## src/rtl/phs_snap_ctrl.sv

```systemverilog
// Phase-snapshot capture controller: packs 32-bit phase samples into 64-bit BRAM words.
// Optional trigger timestamp is enabled by defining PHS_SNAP_TIMESTAMP_EN.
module phs_snap_ctrl #(
  parameter int ADDR_W = 9,
  parameter int IN_W   = 32,
  parameter int TS_W   = 32
) (
  input  logic                clk,
  input  logic                rst_n,
  input  logic                ctrl_arm,
  input  logic                ctrl_abort,
  input  logic                ctrl_trig_sw,
  input  logic                trig_ext,
  input  logic [ADDR_W:0]     cap_len,
  input  logic [IN_W-1:0]     in_data,
  input  logic                in_valid,
  output logic                bram_we,
  output logic                bram_en_a,
  output logic [ADDR_W-1:0]   bram_addr,
  output logic [2*IN_W-1:0]   bram_wr_data,
  output logic                snap_busy,
  output logic                snap_done,
  output logic [ADDR_W:0]     words_written,
  output logic [TS_W-1:0]     trig_ts
);

  typedef enum logic [1:0] {
    S_IDLE,
    S_ARMED,
    S_CAPTURE,
    S_DONE
  } state_t;

  localparam logic [ADDR_W:0] FULL_LEN = {1'b1, {ADDR_W{1'b0}}};
  localparam logic [ADDR_W:0] ONE_WORD = {{ADDR_W{1'b0}}, 1'b1};

  state_t            r_state;
  logic              r_phase;
  logic              r_arm_d;
  logic              r_trig_d;
  logic [IN_W-1:0]   r_lo;
  logic [ADDR_W:0]   r_len;

  logic              w_arm_rise;
  logic              w_trig_rise;
  logic [ADDR_W:0]   w_len;
  logic [ADDR_W:0]   w_words_inc;

  assign w_arm_rise  = ctrl_arm & ~r_arm_d;
  assign w_trig_rise = ctrl_trig_sw & ~r_trig_d;
  assign w_words_inc = words_written + ONE_WORD;
  // Zero or oversize lengths mean "fill the whole buffer"
  assign w_len       = ((cap_len == '0) || (cap_len > FULL_LEN)) ? FULL_LEN : cap_len;
  assign bram_en_a   = bram_we;

`ifdef PHS_SNAP_TIMESTAMP_EN
  logic [TS_W-1:0] r_ts_cnt;

  always_ff @(posedge clk or negedge rst_n) begin
    if (!rst_n) begin
      r_ts_cnt <= '0;
    end else begin
      r_ts_cnt <= r_ts_cnt + {{(TS_W-1){1'b0}}, 1'b1};
    end
  end
`else
  assign trig_ts = '0;
`endif

  always_ff @(posedge clk or negedge rst_n) begin
    if (!rst_n) begin
      r_state       <= S_IDLE;
      r_phase       <= 1'b0;
      r_arm_d       <= 1'b0;
      r_trig_d      <= 1'b0;
      r_lo          <= '0;
      r_len         <= '0;
      bram_we       <= 1'b0;
      bram_addr     <= '0;
      bram_wr_data  <= '0;
      snap_busy     <= 1'b0;
      snap_done     <= 1'b0;
      words_written <= '0;
`ifdef PHS_SNAP_TIMESTAMP_EN
      trig_ts       <= '0;
`endif
    end else begin
      r_arm_d  <= ctrl_arm;
      r_trig_d <= ctrl_trig_sw;
      bram_we  <= 1'b0;
      // Abort wins over everything; words_written is left for software to inspect
      if (ctrl_abort) begin
        r_state   <= S_IDLE;
        r_phase   <= 1'b0;
        snap_busy <= 1'b0;
        snap_done <= 1'b0;
      end else begin
        case (r_state)
          S_IDLE, S_DONE: begin
            if (w_arm_rise) begin
              r_state       <= S_ARMED;
              r_phase       <= 1'b0;
              snap_busy     <= 1'b1;
              snap_done     <= 1'b0;
              words_written <= '0;
              bram_addr     <= '0;
            end
          end
          S_ARMED: begin
            if (w_trig_rise || trig_ext) begin
              r_state <= S_CAPTURE;
              r_len   <= w_len;
`ifdef PHS_SNAP_TIMESTAMP_EN
              trig_ts <= r_ts_cnt;
`endif
            end
          end
          S_CAPTURE: begin
            if (in_valid) begin
              if (!r_phase) begin
                r_lo    <= in_data;
                r_phase <= 1'b1;
              end else begin
                r_phase       <= 1'b0;
                bram_we       <= 1'b1;
                bram_addr     <= words_written[ADDR_W-1:0];
                bram_wr_data  <= {in_data, r_lo};
                words_written <= w_words_inc;
                if (w_words_inc == r_len) begin
                  r_state   <= S_DONE;
                  snap_busy <= 1'b0;
                  snap_done <= 1'b1;
                end
              end
            end
          end
          default: r_state <= S_IDLE;
        endcase
      end
    end
  end

endmodule

```

## config.mk

```make
export PLATFORM = sky130hd
export DESIGN_NAME = phs_snap_ctrl
export DESIGN_NICKNAME = d
export VERILOG_FILES = /design/src/rtl/phs_snap_ctrl.sv
export SDC_FILE = /design/constraint.sdc
export NUM_CORES = 1
export LEC_CHECK = 0
export CAP_MARGIN = 10
export CORE_UTILIZATION = 34
export DETAILED_ROUTE_END_ITERATION = 10
export DONT_BUFFER_PORTS = 1
export SETUP_SLACK_MARGIN = 0.3
export SYNTH_ARGS = -nofsm -noshare
export SYNTH_HDL_FRONTEND = slang
export SYNTH_SLANG_ARGS = --single-unit
```

## constraint.sdc

```tcl
create_clock -name clk -period 3.5 [get_ports clk]
set_input_delay 0.525 -clock clk [delete_from_list [all_inputs] [get_ports clk]]
set_output_delay 0.525 -clock clk [all_outputs]
set_load 0.01 [all_outputs]
```

### Yosys cells after proc, flatten, opt, wreduce, memory -nomap -nowiden

Cells that the tools add are included.

| word-level totals | value |
|---|---|
| register bits after elaboration | 133 |
| logic and storage cells | 82 |
| memories kept | 0 |
| output and inout port bits | 119 |
| bits of input ports | 49 |
| bits in writable memories | 0 |
| bits in latches | 0 |
| bits in read-only memories | 0 |

| cells by class | value |
|---|---|
| muxes and demuxes | 36 |
| bitwise operators | 6 |
| equality and inequality tests | 12 |
| multiply operators | 0 |
| add/sub/neg operators | 1 |
| reduce and logical (&&, ||, !) cells | 14 |
| magnitude comparators | 1 |
| div/mod/pow operators | 0 |
| shift operators | 0 |

Operators by type and width:

| operator | count |
|---|---|
| 2-to-1 mux 10 bit | 4 |
| 2-to-1 mux 9 bit | 3 |
| one-hot mux 10 bit (2 select lines) | 1 |
| one-hot mux 9 bit (2 select lines) | 1 |
| 2-to-1 mux 1 bit | 17 |
| != test 3 bit (second input constant) | 5 |
| AND reduction 5 bit | 3 |
| 2-to-1 mux 2 bit | 6 |
| adder 10 x 1 -> 10 bit (second input constant) | 1 |
| equality test 10 bit | 1 |
| greater-than comparator 10 bit (second input constant) | 1 |
| zero test 10 bit | 1 |
| AND reduction 4 bit | 2 |
| != test 2 bit (second input constant) | 3 |
| one-hot mux 1 bit (2 select lines) | 3 |
| one-hot mux 2 bit (3 select lines) | 1 |
| AND reduction 3 bit | 2 |
| equality test 2 bit (second input constant) | 2 |
| inverter 1 bit | 4 |
| nonzero test 3 bit | 1 |
| bitwise AND 1 bit | 2 |
| equality test 2 x 1 -> 1 bit (second input constant) | 1 |
| zero test 2 bit | 1 |
| logical OR 1 bit | 2 |
| 2 further kinds | 2 |

### Longest topological paths before layout

Gate-level depths: netlist (run 1).

| logic depth | value |
|---|---|
| depth after elaboration | 7 |
| depth in mapped cells | 9 |
| depth with buffers taken out | 7 |

### Worst setup path before layout (run 1)

Ideal clock, no wire load.

| path | value |
|---|---|
| kind | reg2reg |
| start point | register words_written[1] |
| end point | register r_state[0] |
| path buffers | 0 |
| setup time | 0.079 ns |
| clock period less this slack | 2.219 ns |
| slack | 1.281 ns |
| required time | 3.421 ns |
| cell stages (with the launch flop) | 8 |
| data arrival time | 2.140 ns |
| cell sequence | dfrtp_1 -> ha_1 -> nand2_1 -> or3_4 -> and3_4 -> o311ai_4 -> o21a_2 -> mux2i_1 |

| on the way | value |
|---|---|
| cells in the longest elaborated chain, start to end | 4 |

Ends and longest elaborated chain:

| what | line | RTL |
|---|---|---|
| from (decl) | 23 | `output logic [ADDR_W:0] words_written,` |
| from (signal assigned) | 128 | `words_written <= w_words_inc;` |
| adder 10 x 1 -> 10 bit | 51 | `assign w_words_inc = words_written + ONE_WORD;` |
| equality test 10 bit | 129 | `if (w_words_inc == r_len) begin` |
| != test 3 bit (no source line) | n/a |  |
| AND reduction 5 bit (no source line) | n/a |  |
| to (signal assigned) | 72 | `r_state <= S_IDLE;` |
| to (signal assigned) | 130 | `r_state <= S_DONE;` |
| to (signal assigned) | 137 | `default: r_state <= S_IDLE;` |
| to (decl) | 37 | `state_t r_state;` |

No other way between the ends.
A chain may end at the register's enable or synchronous reset.

### Worst setup path in the final report (run 1)

| path | value |
|---|---|
| start point | register words_written[0] |
| end point | register r_state[0] |

The elaborated chain is that of the path after synthesis.

==> results of run 1 <==
[state kept, by name, summed over array words and instances (netlist names)]
name and flops:
r_trig_d 1, r_phase 1, r_lo 32, r_state 2, bram_en_a 1, bram_addr 9, snap_busy 1, r_len 10
words_written 10, r_arm_d 1, bram_wr_data 64, snap_done 1
[power groups by stage]
stage	Combinational, mW	Sequential (mW)	Clock (mW)
floorplan	0.876	2.19	0
global placement	0.872	2.32	0
detailed placement	0.911	2.34	0
CTS	0.913	2.31	1.86
global route	1.01	2.36	1.92
finish	0.907	2.31	1.81
[final cells by class]
type | instances | area [µm²] | share of cell area [%]
Clock buffer | 17 | 425.4 | 6.390
Clock inverter | 15 | 168.9 | 2.537
Inverter | 10 | 37.54 | 0.5638
Multi-Input combinational cell | 442 | 2371 | 35.61
Sequential cell | 133 | 3328 | 49.99
Tap cell | 225 | 281.5 | 4.229
Timing Repair Buffer | 6 | 45.04 | 0.6766
[Yosys cell counts (2+ instances only)]
library cell / count
a31oi_1: 2
nor4b_1: 2
o21ai_0: 20
dfrtp_1: 133
buf_2: 5
or3_1: 3
xor2_1: 6
inv_1: 8
nand2b_1: 12
or3_4: 2
nor2_1: 9
buf_4: 35
nand2_1: 238
ha_1: 3
mux2_1: 7
xnor2_1: 6
buf_1: 2
a21oi_1: 11
o21ai_1: 4
nor4_1: 4
nor3_1: 6
a21o_1: 3
a22o_1: 2
mux2_2: 25
mux2i_1: 2
and2_1: 2
nand3_1: 16
clkbuf_1: 26
inv_2: 2
[path summary, 6_finish.rpt]
check	from	end	slack [ns]	cells past startpoint
min in group clk	ctrl_trig_sw	r_trig_d$_DFF_PN0_	0.14	0
worst max-delay path	words_written[0]$_DFFE_PN0P_	r_state[0]$_DFFE_PN0P_	0.99	7
worst max register to register	words_written[0]$_DFFE_PN0P_	r_state[0]$_DFFE_PN0P_	0.99	7
max in group asynchronous	rst_n	r_len[6]$_DFFE_PN0P_	3.55	0
worst min-delay path	rst_n	bram_wr_data[2]$_DFFE_PN0P_	-0.20	0
worst min register to register	r_lo[27]$_DFFE_PN0P_	bram_wr_data[27]$_DFFE_PN0P_	0.45	2
[stage by stage]
| stage | instance area, µm² | worst slack (ns) | util [%] | total power, mW | hold slack (ns) |
|---|---|---|---|---|---|
| 4_1_cts | 6658 | 0.9869 | 38.49 | 5.085 | -0.2250 |
| 3_5_place_dp | 6063 | 1.027 | 35.06 | 3.247 | 0.2315 |
| 6_report | 6658 | 0.9860 | 38.49 | 5.021 | -0.1992 |
| 2_1_floorplan | 6123 | 1.281 | - | 3.064 | 0.2294 |
| 5_1_grt | 6658 | 0.8167 | 38.49 | 5.301 | -0.2244 |
| 3_3_place_gp | 6063 | 1.074 | 35.06 | 3.190 | 0.2317 |
[kinds of logic after synthesis]
logic type,count (synthesis),share of synthesized area (%)
simple gates,305,22.10
flops,133,55.41
buf+inv,78,7.165
compound gates,54,5.916
mux,34,6.332
xor+xnor,14,2.395
fa+ha+maj,3,0.6249
other cells,1,0.06243
[worst reg2reg max path, stage by stage, from the launching register on]
cell and delay (ns):
dfrtp_1 0.57, ha_1 0.35, nand2_1 0.15, or3_4 0.45
and3_4 0.20, o311ai_4 0.30, o21a_2 0.21, mux2i_1 0.20
[per-layer routing]
| metal | vias up | global-route usage (%) | wire length, µm |
|---|---|---|---|
| met4 | 0 | 6.804 | 245 |
| met1 | 1968 | 18.62 | 5686 |
| met5 | - | 0 | 0 |
| li1 | 1927 | - | - |
| met2 | 126 | 23.31 | 6371 |
| met3 | 20 | 4.692 | 751 |
==> impl_metrics.ini, run 1 <==
[outcome]
status = finished with violations
violations = hold timing

[synth]
syn_inst = 622
ys_types = 55
synth_edf_count = 0
synth_seq_cells = 133
syn-cell-area_um2 = 6007
postSynth.asyncResetShare_pct = 100.0
syn_area_per_cell_um2 = 9.658
yosysSeqAreaShare_pct = 55.41
synthFlopType = dfrtp_1
synth_area_leaders = dfrtp_1, nand2_1, mux2_2, buf_4, o21ai_0
synth_top_area_cell = dfrtp_1
yosys_warnings = 0
synth_top_area_share_pct = 55.41

[floorplan]
die-area_um2 = 18200
fp-row-count = 48
die_height_um = 134.9
core_area_um2 = 17300
die_x_um = 134.9
initial_core_util_pct = 34.73
io_pins = 168

[global_routing]
grt_usage_pct = 14.84
grt_max_degree = 134
grt_overflow = 0
grt_pass1_wl_mm = 20.75
grt_pass1_vias = 3880
antenna_found_initial = 0

[sta]
rsz0062_at_grt = false
fin_skew_ns = 0.007375
relSlewSlack_pct = 54.09
tightest_slew_ns = 0.6887
fmax_mhz = 397.8
final.setup.tns_ns = 0
setup_violations = 0
holdWs_ns = -0.1992
fin_crit_ns = 2.514
slew_violations = 0
hold_violations = 133
finalCritPeriodShare_pct = 71.83

[critical_path]
worst-setup-path-type = reg2reg
worstPathArrival_ns = 2.84
critical_path.startpoint_type = flip-flop
cp_slowest_cell = dfrtp_1
path_max_fanout = 9
critPathRequiredTime_ns = 3.83
crit_path_cell_trace = ha_1 > nand2_1 > or3_4 > and3_4 > o311ai_4 > o21a_2 > mux2i_1
path_delay_family = simple AND/OR/NAND/NOR gates
end_kind = flip-flop
slowest_delay_ns = 0.57
crit_buf_inv = 0

[cells_and_area]
area_delta_synth_final_pct = 10.83
drive_gt1_share_pct = 13.32
layout.cells.non_filler = 848
most-common-layout-cells = nand2_1, dfrtp_1, conb_1, mux2_2, o21ai_0
final_common_cell = nand2_1
num_antenna_cells = 0
final_nets = 662
fillCellCount = 1705

[clock_tree]
cts.path.max_buffers = 2
cts_tree = yes
numCtsBuffers = 17
clk_latency_ns = 0.41
cts_resized = 0
cts_setup_buffers = 0
h-tree-depth = 4
cts-root-buf = clkbuf_16
cts.sinks = 133
clk_pin_slew_ns = 0.06

[power_and_ir_drop]
clockPowerShare_pct = 36.0
p_sw_share_pct = 31.74
p_int_mw = 3.427
power_frac_seq_pct = 46.0
p_sw_mw = 1.593
ir_drop_v = 0.0003177
power_density_nw_per_um2 = 754.1
combinationalPowerShare_pct = 18.1
leakage_nw = 3.312

[placement]
gp_congestion = 0.8132
dp_hpwl_mm = 8.763
dp.cells = 816
port_buffers = 0

[detailed_routing]
ant_nets = 0
post_drt_via_cell_ratio = 4.765
wl_per_cell_um = 15.40
drt_iter0_markers = 298
dr.pass1.iters = 4
drc = 0
vias = 4041
wirelength_mm = 13.06

[run]
drv_cap = 0

[min_path]
hp-class = in2async
(Power assumes the default switching activity.)
==> run 2: changes to the inputs <==
==> constraint.sdc (replaced) <==
create_clock -name clk -period 2.38 [get_ports clk]
set_input_delay 0.357 -clock clk [delete_from_list [all_inputs] [get_ports clk]]
set_output_delay 0.357 -clock clk [all_outputs]
set_load 0.01 [all_outputs]
==> impl_metrics.ini, run 2 (same netlist as run 1, synthesis figures left out) <==
[sta]
finalCritPeriodShare_pct = 86.74
relSlewSlack_pct = 66.03
fmax_mhz = 484.4
fin_skew_ns = 0.01251
setup_violations = 0
final.setup.tns_ns = 0
tightest_slew_ns = 0.5095
fin_crit_ns = 2.064
holdWs_ns = -0.3598
hold_violations = 133
slew_violations = 0
rsz0062_at_grt = true

[outcome]
status = finished with violations
violations = hold timing

[min_path]
hp-class = in2async

[cells_and_area]
most-common-layout-cells = nand2_1, dfrtp_1, conb_1, mux2_2, o21ai_0
final_nets = 677
layout.cells.non_filler = 863
area_delta_synth_final_pct = 14.23
regMostFlops = bram_wr_data
largestRegisters = bram_wr_data: 64 flops, r_lo: 32 flops
largest_register_ff_count = 64
final_common_cell = nand2_1
num_antenna_cells = 0
drive_gt1_share_pct = 16.93

[floorplan]
die_height_um = 134.9
core_area_um2 = 17300
die-area_um2 = 18200
io_pins = 168
initial_core_util_pct = 34.73
fp-row-count = 48
die_x_um = 134.9

[detailed_routing]
post_drt_via_cell_ratio = 4.757
wirelength_mm = 13.39
drt_iter0_markers = 272
ant_nets = 0
dr.pass1.iters = 4
vias = 4105
drc = 0
wl_per_cell_um = 15.51

[global_routing]
grt_max_degree = 134
grt_use_met2_pct = 24.86
grt_overflow = 0
met1_usage_pct = 19.29
grt_pass1_wl_mm = 21.65
met3_usage_pct = 5.931
antenna_found_initial = 0
grt_usage_pct = 15.65
grt.busiest_layer = met2
grt_pass1_vias = 4118

[critical_path]
critPathRequiredTime_ns = 2.72
critical_path.startpoint_type = flip-flop
worst-setup-path-type = reg2reg
end_kind = flip-flop
path_max_fanout = 7
worstPathArrival_ns = 2.41

[placement]
dp.cells = 825
port_buffers = 0
dp_hpwl_mm = 8.957
gp_congestion = 0.8304

[run]
drv_cap = 0

[clock_tree]
clk_pin_slew_ns = 0.07
cts-root-buf = clkbuf_16
cts_tree = yes
h-tree-depth = 4
cts.path.max_buffers = 2
cts.sinks = 133
numCtsBuffers = 17
clk_latency_ns = 0.42
cts_hold_buf = 3

[power_and_ir_drop]
leakage_nw = 3.401
power_density_nw_per_um2 = 1090
ir_drop_v = 0.0004743
-- run 2: cell types whose count changed in the layout (fill, tap and decap cells not counted), sizes merged --
cell and change:
buf +12, bufinv -2, inv +2, dlygate4sd3 +3
-- run 2: stage by stage --
stage          hold WS [ns]  power [mW]  util, %  instance area, µm²  setup WS (ns)
5_1_grt             -0.3897       7.903    39.67                6862         0.2503
2_1_floorplan       0.06141       4.518        -                6137         0.3196
6_report            -0.3598       7.478    39.67                6862         0.3155
3_5_place_dp        0.06811       4.872    35.60                6157         0.1911
4_1_cts             -0.3958       7.528    39.28                6794         0.3038
3_3_place_gp        0.06788       4.782    35.60                6157         0.2291
-- run 2: worst paths after layout --
kind / depth (start not counted) / from / end / slack (ns)
setup / recovery: 7 / words_written[1]$_DFFE_PN0P_ / r_state[0]$_DFFE_PN0P_ / 0.32
hold / removal: 0 / rst_n / bram_wr_data[12]$_DFFE_PN0P_ / -0.36
setup reg to reg: 7 / words_written[1]$_DFFE_PN0P_ / r_state[0]$_DFFE_PN0P_ / 0.32
hold reg to reg: 2 / r_lo[16]$_DFFE_PN0P_ / bram_wr_data[16]$_DFFE_PN0P_ / 0.46
max in group asynchronous: 0 / rst_n / bram_wr_data[31]$_DFFE_PN0P_ / 2.54
min in group clk: 2 / in_data[21] / bram_wr_data[53]$_DFFE_PN0P_ / 0.04
-- run 2: report_power, final --
part           leakage [nW]  internal [mW]  switching, mW
registers              1.77           2.82          0.507
clock network         0.285           1.40           1.15
logic                  1.35          0.785          0.806
-- run 2: repair_timing --
item / 4_1_cts / 5_1_grt
setup buffers: 0 / 3
gates resized for setup: 4 / 12
endpoints found under the hold margin: 137 / 133
pin swaps: 8 / 5
setup endpoints to repair: 18 / 78
-- run 2: layer usage --
metal	vias up	share of wire (%)
li1	1961	-
met1	1991	42
met2	138	49
met3	15	7.8
met4	0	1.4
met5	-	0
-- run 2: layout make-up --
class                      count  area, µm²
tap                          225      281.5
fill                        1696      10440
clock buffer                  17      425.4
multi-input combinational    442       2431
sequential                   133       3334
timing repair buffer          21      188.9
clock inverter                15      162.7
inverter                      10      37.54
-- run 2: worst max-delay path, stage by stage (launching register included) --
cell	delay (ns)
dfrtp_2	0.51
ha_4	0.22
nand2_4	0.06
or3_4	0.35
and3_4	0.20
o311ai_4	0.27
o21a_2	0.21
mux2i_1	0.17
